$ cat config.mk
export PLATFORM = sky130hd
export DESIGN_NAME = md_buffer
export DESIGN_NICKNAME = d
export VERILOG_FILES = /design/src/rtl/md_pkg.sv /design/src/rtl/md_lane_align.sv /design/src/rtl/md_buffer.sv
export SDC_FILE = /design/constraint.sdc
export NUM_CORES = 1
export LEC_CHECK = 0
export ABC_AREA = 0
export BUFFER_PORTS_ARGS = -buffer_cell sky130_fd_sc_hd__buf_2
export CAP_MARGIN = 20
export CORE_ASPECT_RATIO = 1.5
export CORE_UTILIZATION = 50
export DETAILED_ROUTE_END_ITERATION = 10
export PLACE_DENSITY = 0.92
export SLEW_MARGIN = 30
export SYNTH_ARGS = -nofsm -noshare
export SYNTH_HDL_FRONTEND = slang
export SYNTH_SLANG_ARGS = --single-unit
$ cat constraint.sdc
create_clock -name clk -period 2.14 [get_ports clk]
set_input_delay 0 -clock clk [delete_from_list [all_inputs] [get_ports clk]]
set_output_delay 0 -clock clk [all_outputs]
set_load 0.01 [all_outputs]
$ cat src/rtl/md_pkg.sv
// md_buffer shared package
// Size codes, FSM states and width helpers.
package md_pkg;

  localparam logic [1:0] SZ_BYTE = 2'b00;
  localparam logic [1:0] SZ_HALF = 2'b01;
  localparam logic [1:0] SZ_FULL = 2'b10;
  localparam logic [1:0] SZ_RSVD = 2'b11;

  typedef enum logic [1:0] {
    ST_IDLE    = 2'd0,
    ST_RD_WAIT = 2'd1,
    ST_WR_WAIT = 2'd2
  } md_state_t;

  function automatic int md_lanes(input int dw);
    return dw / 8;
  endfunction

  function automatic int md_ofs_w(input int dw);
    return $clog2(dw / 8);
  endfunction

  // b0 = offset bit 0, nz = offset non-zero
  function automatic logic md_misal(
    input logic [1:0] sz,
    input logic       b0,
    input logic       nz
  );
    return (sz == SZ_RSVD) ||
           ((sz == SZ_HALF) && b0) ||
           ((sz == SZ_FULL) && nz);
  endfunction

endpackage

$ cat src/rtl/md_lane_align.sv
// md_buffer lane alignment
// Load extract/extend and store replicate/byte-enable.
module md_lane_align
  import md_pkg::*;
#(
  parameter int DATA_W = 32,
  parameter int LANES  = DATA_W / 8,
  parameter int OFS_W  = $clog2(DATA_W / 8)
) (
  input  logic [1:0]        ld_size,
  input  logic              ld_uns,
  input  logic [OFS_W-1:0]  ld_ofs,
  input  logic [DATA_W-1:0] ld_rdata,
  output logic [DATA_W-1:0] ld_data,
  input  logic [1:0]        st_size,
  input  logic [OFS_W-1:0]  st_ofs,
  input  logic [DATA_W-1:0] st_src,
  output logic [DATA_W-1:0] st_data,
  output logic [LANES-1:0]  st_be
);

  logic [DATA_W-1:0] w_sh;
  logic              w_sx;

  // Load: shift addressed lane down, then extend
  always_comb begin
    w_sh    = ld_rdata >> {ld_ofs, 3'b000};
    w_sx    = 1'b0;
    ld_data = ld_rdata;
    unique case (ld_size)
      SZ_BYTE: begin
        w_sx    = ~ld_uns & w_sh[7];
        ld_data = {{(DATA_W-8){w_sx}}, w_sh[7:0]};
      end
      SZ_HALF: begin
        w_sx    = ~ld_uns & w_sh[15];
        ld_data = {{(DATA_W-16){w_sx}}, w_sh[15:0]};
      end
      default: ld_data = ld_rdata;
    endcase
  end

  // Store: replicate low bits to all lanes, enable addressed lanes
  always_comb begin
    st_data = '0;
    st_be   = '0;
    unique case (st_size)
      SZ_BYTE: begin
        st_data = {LANES{st_src[7:0]}};
        st_be   = LANES'(1) << st_ofs;
      end
      SZ_HALF: begin
        st_data = {(LANES/2){st_src[15:0]}};
        st_be   = LANES'(3) << st_ofs;
      end
      SZ_FULL: begin
        st_data = st_src;
        st_be   = '1;
      end
      default: begin
        st_data = '0;
        st_be   = '0;
      end
    endcase
  end

endmodule

$ cat src/rtl/md_buffer.sv
// md_buffer: memory data register with own req/ack handshake.
// Define MDR_TIMEOUT_EN to abort waits after TIMEOUT_CYC cycles.
module md_buffer
  import md_pkg::*;
#(
  parameter int DATA_W      = 32,
  parameter int TIMEOUT_CYC = 16,
  parameter int LANES       = md_lanes(DATA_W),
  parameter int OFS_W       = md_ofs_w(DATA_W)
) (
  input  logic              clk,
  input  logic              clr,
  input  logic              enable,
  input  logic [DATA_W-1:0] bus_data,
  input  logic              rd_req,
  input  logic              wr_req,
  input  logic [1:0]        size,
  input  logic              unsigned_ld,
  input  logic [OFS_W-1:0]  addr_lo,
  input  logic [DATA_W-1:0] mem_rdata,
  input  logic              mem_ack,
  output logic              mem_rd,
  output logic              mem_wr,
  output logic [DATA_W-1:0] mem_wdata,
  output logic [LANES-1:0]  mem_be,
  output logic [DATA_W-1:0] Q,
  output logic              busy,
  output logic              done,
  output logic              err
);

  md_state_t         r_state, w_state_nxt;
  logic [DATA_W-1:0] r_q, w_q_nxt;
  logic              r_rd, w_rd_nxt;
  logic              r_wr, w_wr_nxt;
  logic [DATA_W-1:0] r_wdata, w_wdata_nxt;
  logic [LANES-1:0]  r_be, w_be_nxt;
  logic              r_done, w_done_nxt;
  logic              r_err, w_err_nxt;
  logic [1:0]        r_sz, w_sz_nxt;
  logic              r_uns, w_uns_nxt;
  logic [OFS_W-1:0]  r_ofs, w_ofs_nxt;
  logic [DATA_W-1:0] w_ld_data;
  logic [DATA_W-1:0] w_st_data;
  logic [LANES-1:0]  w_st_be;
  logic              w_misal;

`ifdef MDR_TIMEOUT_EN
  localparam int CNT_W = $clog2(TIMEOUT_CYC) + 1;
  logic [CNT_W-1:0] r_cnt, w_cnt_nxt;
`else
  if (TIMEOUT_CYC < 2) begin : g_to_unused
  end
`endif

  md_lane_align #(
    .DATA_W (DATA_W),
    .LANES  (LANES),
    .OFS_W  (OFS_W)
  ) u_align (
    .ld_size  (r_sz),
    .ld_uns   (r_uns),
    .ld_ofs   (r_ofs),
    .ld_rdata (mem_rdata),
    .ld_data  (w_ld_data),
    .st_size  (size),
    .st_ofs   (addr_lo),
    .st_src   (r_q),
    .st_data  (w_st_data),
    .st_be    (w_st_be)
  );

  assign w_misal = md_misal(size, addr_lo[0], |addr_lo);

  // Next-state and next-output decode
  always_comb begin
    w_state_nxt = r_state;
    w_q_nxt     = r_q;
    w_rd_nxt    = r_rd;
    w_wr_nxt    = r_wr;
    w_wdata_nxt = r_wdata;
    w_be_nxt    = r_be;
    w_done_nxt  = 1'b0;
    w_err_nxt   = 1'b0;
    w_sz_nxt    = r_sz;
    w_uns_nxt   = r_uns;
    w_ofs_nxt   = r_ofs;
`ifdef MDR_TIMEOUT_EN
    w_cnt_nxt   = r_cnt;
`endif
    unique case (r_state)
      ST_IDLE: begin
        if (rd_req || wr_req) begin
          if (w_misal) begin
            w_err_nxt = 1'b1;
          end else begin
            w_sz_nxt  = size;
            w_uns_nxt = unsigned_ld;
            w_ofs_nxt = addr_lo;
`ifdef MDR_TIMEOUT_EN
            w_cnt_nxt = '0;
`endif
            if (rd_req) begin
              w_state_nxt = ST_RD_WAIT;
              w_rd_nxt    = 1'b1;
            end else begin
              w_state_nxt = ST_WR_WAIT;
              w_wr_nxt    = 1'b1;
              w_wdata_nxt = w_st_data;
              w_be_nxt    = w_st_be;
            end
          end
        end else if (enable) begin
          w_q_nxt = bus_data;
        end
      end
      ST_RD_WAIT, ST_WR_WAIT: begin
        if (mem_ack) begin
          if (r_state == ST_RD_WAIT) w_q_nxt = w_ld_data;
          w_state_nxt = ST_IDLE;
          w_rd_nxt    = 1'b0;
          w_wr_nxt    = 1'b0;
          w_be_nxt    = '0;
          w_done_nxt  = 1'b1;
        end else begin
`ifdef MDR_TIMEOUT_EN
          if (r_cnt == CNT_W'(TIMEOUT_CYC - 1)) begin
            w_state_nxt = ST_IDLE;
            w_rd_nxt    = 1'b0;
            w_wr_nxt    = 1'b0;
            w_be_nxt    = '0;
            w_err_nxt   = 1'b1;
          end else begin
            w_cnt_nxt = r_cnt + 1'b1;
          end
`endif
        end
      end
      default: w_state_nxt = ST_IDLE;
    endcase
  end

  // State and output registers, clr wins
  always_ff @(posedge clk) begin
    if (clr) begin
      r_state <= ST_IDLE;
      r_q     <= '0;
      r_rd    <= 1'b0;
      r_wr    <= 1'b0;
      r_wdata <= '0;
      r_be    <= '0;
      r_done  <= 1'b0;
      r_err   <= 1'b0;
      r_sz    <= SZ_BYTE;
      r_uns   <= 1'b0;
      r_ofs   <= '0;
`ifdef MDR_TIMEOUT_EN
      r_cnt   <= '0;
`endif
    end else begin
      r_state <= w_state_nxt;
      r_q     <= w_q_nxt;
      r_rd    <= w_rd_nxt;
      r_wr    <= w_wr_nxt;
      r_wdata <= w_wdata_nxt;
      r_be    <= w_be_nxt;
      r_done  <= w_done_nxt;
      r_err   <= w_err_nxt;
      r_sz    <= w_sz_nxt;
      r_uns   <= w_uns_nxt;
      r_ofs   <= w_ofs_nxt;
`ifdef MDR_TIMEOUT_EN
      r_cnt   <= w_cnt_nxt;
`endif
    end
  end

  assign Q         = r_q;
  assign mem_rd    = r_rd;
  assign mem_wr    = r_wr;
  assign mem_wdata = r_wdata;
  assign mem_be    = r_be;
  assign busy      = (r_state != ST_IDLE);
  assign done      = r_done;
  assign err       = r_err;

endmodule

======== Yosys cells after proc, flatten, opt, wreduce, memory -nomap -nowiden ========
Index checks and enable logic that the tools add are counted.
word-level totals
  logic and storage cells ................. 85
  output and inout port bits .............. 73
  register bits after elaboration ......... 79
operators by class
  reductions and logical operators ........ 20
  shift operators ......................... 3
  bitwise logic cells ..................... 8
  eq/ne operators ......................... 14
  muxes and demuxes ....................... 29
operator list
  cell                                                 count
  two-way mux 32 bit                                   4
  one-hot mux 32 bit (2 select lines)                  2
  one-hot mux 32 bit (3 select lines)                  1
  right shift 32 x 5 -> 16 bit                         1
  two-way mux 4 bit                                    4
  inequality test 2 bit, second input constant         8
  AND reduction 5 bit                                  3
  one-hot mux 4 bit (3 select lines)                   1
  two-way mux 1 bit                                    9
  two-way mux 2 bit                                    4
  one-hot mux 4 bit (2 select lines)                   1
  equality test 2 x 1 -> 1 bit, second input constant  3
  equality test 2 bit, second input constant           3
  zero test 2 bit                                      3
  inverter 1 bit                                       6
  AND reduction 3 bit                                  2
  OR reduction 2 bit                                   3
  one-hot mux 1 bit (2 select lines)                   2
  one-hot mux 2 bit (2 select lines)                   1
  AND reduction 4 bit                                  1
  nonzero test 2 bit                                   2
  left shift 1 x 2 -> 4 bit, first input constant      1
  left shift 2 x 2 -> 4 bit, first input constant      1
  logical OR 1 bit                                     3
  3 further kinds                                      5

======== Longest topological paths before layout ========
  word-level depth ........................ 7
  gate-level depth with buffers ........... 9
  mapped depth without buffers ............ 6

======== Modules after synthesis ========
A second synthesis with hierarchy kept.
unflattened totals
  cells, all modules ...................... 557
  area total of the unflattened synthesis .. 4581.9 sq um
modules (own cells, without submodules)
  module         instances  cells an instance  area an instance (sq um)
  md_buffer      1          362                3357.0
  md_lane_align  1          195                1224.9

======== Worst setup path before layout ========
Ideal clock, no wire load.
  path kind ............................... reg-to-reg
  start point ............................. register r_state[0]
  end point ............................... register r_q[15] (netlist: Q[15])
  path slack .............................. 0.285 ns
  data arrival time ....................... 1.725 ns
  stages on the path, launching flop included .. 8
  path buffers ............................ 1
  period minus slack after synthesis ...... 1.855 ns
  path through ............................ dfxtp_1 -> inv_1 -> ha_1 -> buf_2 -> clkinv_1 -> a21o_1 -> a2111oi_1 -> o41ai_1
on the way
  longest elaborated chain between the ends .. 4
  elaborated cells between the ends (all ways) .. 11
ends and longest elaborated chain
  element                                                                       line                               text
  from (decl)                                                                   md_buffer.sv:32                    md_state_t r_state, w_state_nxt;
  from (signal assigned)                                                        md_buffer.sv:161                   r_state <= w_state_nxt;
  equality test 2 x 1 -> 1 bit / equality test 2 bit (equally long branches)    md_buffer.sv:91, md_buffer.sv:119
  OR reduction 2 bit                                                            md_buffer.sv:91                    unique case (r_state)
  inequality test 2 bit (no line) / nonzero test 2 bit (equally long branches)  n/a
  AND reduction 5 bit (no line)                                                 n/a
  to (signal assigned)                                                          md_buffer.sv:162                   r_q <= w_q_nxt;
  to (decl)                                                                     md_buffer.sv:33                    logic [DATA_W-1:0] r_q, w_q_nxt;
Several ways; a longest one is shown, not always the timed one.
A chain may end at the register's enable or synchronous reset.

======== Worst setup path after layout ========
  start point ............................. register r_state[0]
  end point ............................... register r_be[3] (netlist: mem_be[3])
on the way
  longest elaborated chain between the ends .. 4
  elaborated cells between the ends (all ways) .. 11
ends and longest elaborated chain
  element                                                                       line              text
  equality test 2 x 1 -> 1 bit / equality test 2 bit (equally long branches)    md_buffer.sv:91
  OR reduction 2 bit                                                            md_buffer.sv:91
  inequality test 2 bit (no line) / nonzero test 2 bit (equally long branches)  n/a
  AND reduction 5 bit (no line)                                                 n/a
  to (signal assigned)                                                          md_buffer.sv:166  r_be <= w_be_nxt;
  to (decl)                                                                     md_buffer.sv:37   logic [LANES-1:0] r_be, w_be_nxt;
Several ways; a longest one is shown, not always the timed one.

==> metrics <==
mapped cell area 4160 um2; post-DP HPWL ~9800 um; first-pass GRT wire length 20900 um; number of flops mapped to enable cells by yosys 0; commonest non-fill, non-tap cell in the layout buf_2; largest net degree at the start of global routing between 40 and 50; CTS tree built; crit-path max FO 8; worst-margin pin slew around 610 ps; Mapped Cells 517; setup_tns 0 ps; share of cells above drive strength 1 27.7%; max-slew violations 0; Final Hold Vio Count 0; initial core utilization 51.9%; clk_skew 7.70 ps; final net count 748; antenna viol nets, final 0; final critical-path share of the clock period between 90 and 100%; CP required 2370 ps; total track usage 30.8%; number of global-route vias before repair 4235; Critical Path Sink Type flop; Post-route DRC 0; min Tclk post-route 1970 ps; drt total wl 13500 um; outcome finished, final reports clean; Static Leak between 2 and 2.5 nW; Setup Fix Bufs, Post-CTS 0; Fmax 0.508 GHz; Wirelength per Cell 17.4 um; worst rel slew slack around 59%; Post-Layout Inst Area ~5500 um2; Flop pwr share 40.0%; Hold WC Path Type input pin to flop; initial antenna violation count 0; post-synthesis sequential area ratio 38.1%; syn_nets slightly below 600; PwrDens 788 nW/um2; initial DRC count 480; Via density 6.04; Avg Cell Area, Syn approximately 8 um2; critical path type flop to flop; Die Wd ~76 um; maximum clock path buffer count 2; Max VDD drop 0.000525 V; # rows 40; Sw Ratio between 30% and 40%; final setup fails 0; antenna cells 0; maxcap violations 0; io pins 148; routability congestion estimate 0.937; clock share of power 33.8%; CTS buffer count 9; Worst-Skew Late Latency 340 ps; ys flop type dfxtp_1; RSZ-0062 raised after global routing false; DR pass1 iterations 7; CP startpoint kind flop; Async SR Flop Fraction 0%; Comb pwr share 26.2%; PortBufs between 100 and 150; die height between 100 and 150 um; Distinct cells, synth 48; post-placement cell area 4980 um2; DIE AREA 8690 um2; fin util 69.3%; most frequent cells in the layout buf_2 (147), dfxtp_1 (79), nor2_1 (67); Synth Register Bits slightly below 80; CP Data Arrival Time around 2200 ps; number of gates resized after CTS 0; area added between synthesis and finish 33.5%; Hold Buf Count CTS 28; total grt overflow 0; Worst-path clk slew 60 ps; Switching Power 1.36 mW; Yosys Warn Count 0; Core ar. approximately 8000 um2; vias after detailed routing 4708; H-Tree Depth 3; Pint 3.02 mW; CTS root buf clkbuf_16; CTS Sinks 79
==> sequential cells by signal (all words and copies together) (netlist names) <==
signal,flops
done,1
mem_be,4
err,1
r_ofs,2
mem_wr,1
mem_rd,1
r_uns,1
Q,32
r_state,2
r_sz,2
mem_wdata,32
==> power groups by stage <==
stage	Sequential [mW]	Combinational [mW]	Clock, mW
3_5_place_dp	1.77	1.08	0
6_report	1.75	1.14	1.48
3_3_place_gp	1.77	1.06	0
4_1_cts	1.74	1.13	1.50
2_1_floorplan	1.79	0.623	0
5_1_grt	1.76	1.24	1.56
==> Yosys cell counts (all sizes together), types with 4 or more instances <==
| cell | number | share of area, % |
|---|---|---|
| dfxtp | 79 | 38 |
| nor2 | 67 | 6.1 |
| nand2 | 53 | 4.8 |
| a221oi | 30 | 6.3 |
| clkbuf | 27 | 2.4 |
| nor3 | 27 | 3.4 |
| mux2i | 24 | 5.8 |
| a21oi | 23 | 2.8 |
| buf | 22 | 2.8 |
| o21ai | 22 | 2.6 |
| a211oi | 17 | 3.1 |
| inv | 17 | 1.5 |
| nand2b | 10 | 1.5 |
| a21o | 9 | 1.6 |
| nand3 | 9 | 1.1 |
| nand3b | 9 | 1.6 |
| o22ai | 9 | 1.4 |
| o221ai | 8 | 1.8 |
| o41ai | 8 | 1.7 |
| a22o | 7 | 1.5 |
| a2bb2oi | 7 | 1.5 |
| nor2b | 6 | 0.90 |
| o32ai | 4 | 0.84 |
==> worst paths after layout <==
check           startpoint            to  slack (ps)  depth (start not counted)
min reg2reg   mem_wdata[7]  mem_wdata[7]         440                          2
min          mem_rdata[23]         Q[23]           7                          3
max reg2reg     r_state[0]     mem_be[3]         170                          7
max             r_state[0]     mem_be[3]         170                          7
==> through the flow <==
stage | hold slack, ps | total power, mW | setup slack, ps | instances
6_report | 7.15 | 4.37 | 171 | 779
5_1_grt | 15.3 | 4.56 | 33.5 | 779
4_1_cts | 3.59 | 4.37 | 208 | 779
3_5_place_dp | 249 | 2.85 | 239 | 737
3_3_place_gp | 238 | 2.83 | 320 | 737
2_1_floorplan | 144 | 2.41 | 285 | 517
==> layout make-up <==
cell class | count | area [um2]
Multi-Input combinational cell | 371 | 2310
Inverter | 18 | 67.6
Fill cell | 633 | 2460
Sequential cell | 79 | 1580
Timing Repair Buffer | 192 | 1170
Tap cell | 105 | 131
Clock buffer | 10 | 239
Clock inverter | 4 | 47.5
==> worst max-delay path, stage by stage, from the launching register on <==
cell	delay (ps)
dfxtp_1	330
inv_1	80
ha_1	390
clkinv_1	120
buf_4	180
nor2_1	300
a21oi_1	180
o32ai_1	290
==> kinds of logic (layout without fill, tap and decap cells) <==
logic type / count (synthesis) / in the layout / synth area share, %
DFF: 79 / 79 / 38.1
AOI/OAI and AO/OA: 155 / 155 / 27.3
and+or+nand+nor: 189 / 189 / 20.8
adders and majority gates: 2 / 2 / 0.602
muxes: 25 / 25 / 6.32
buffers and inverters: 67 / 224 / 6.87
==> per-layer routing <==
layer  GRT usage [%]  vias up  wire [um]
met5               0        -          0
met4            17.6        0        592
met3            4.24       41       1020
met2            51.7      299       6570
met1            37.8     2167       5340
li1                -     2201          -
Power figures use the tool's default switching activity.
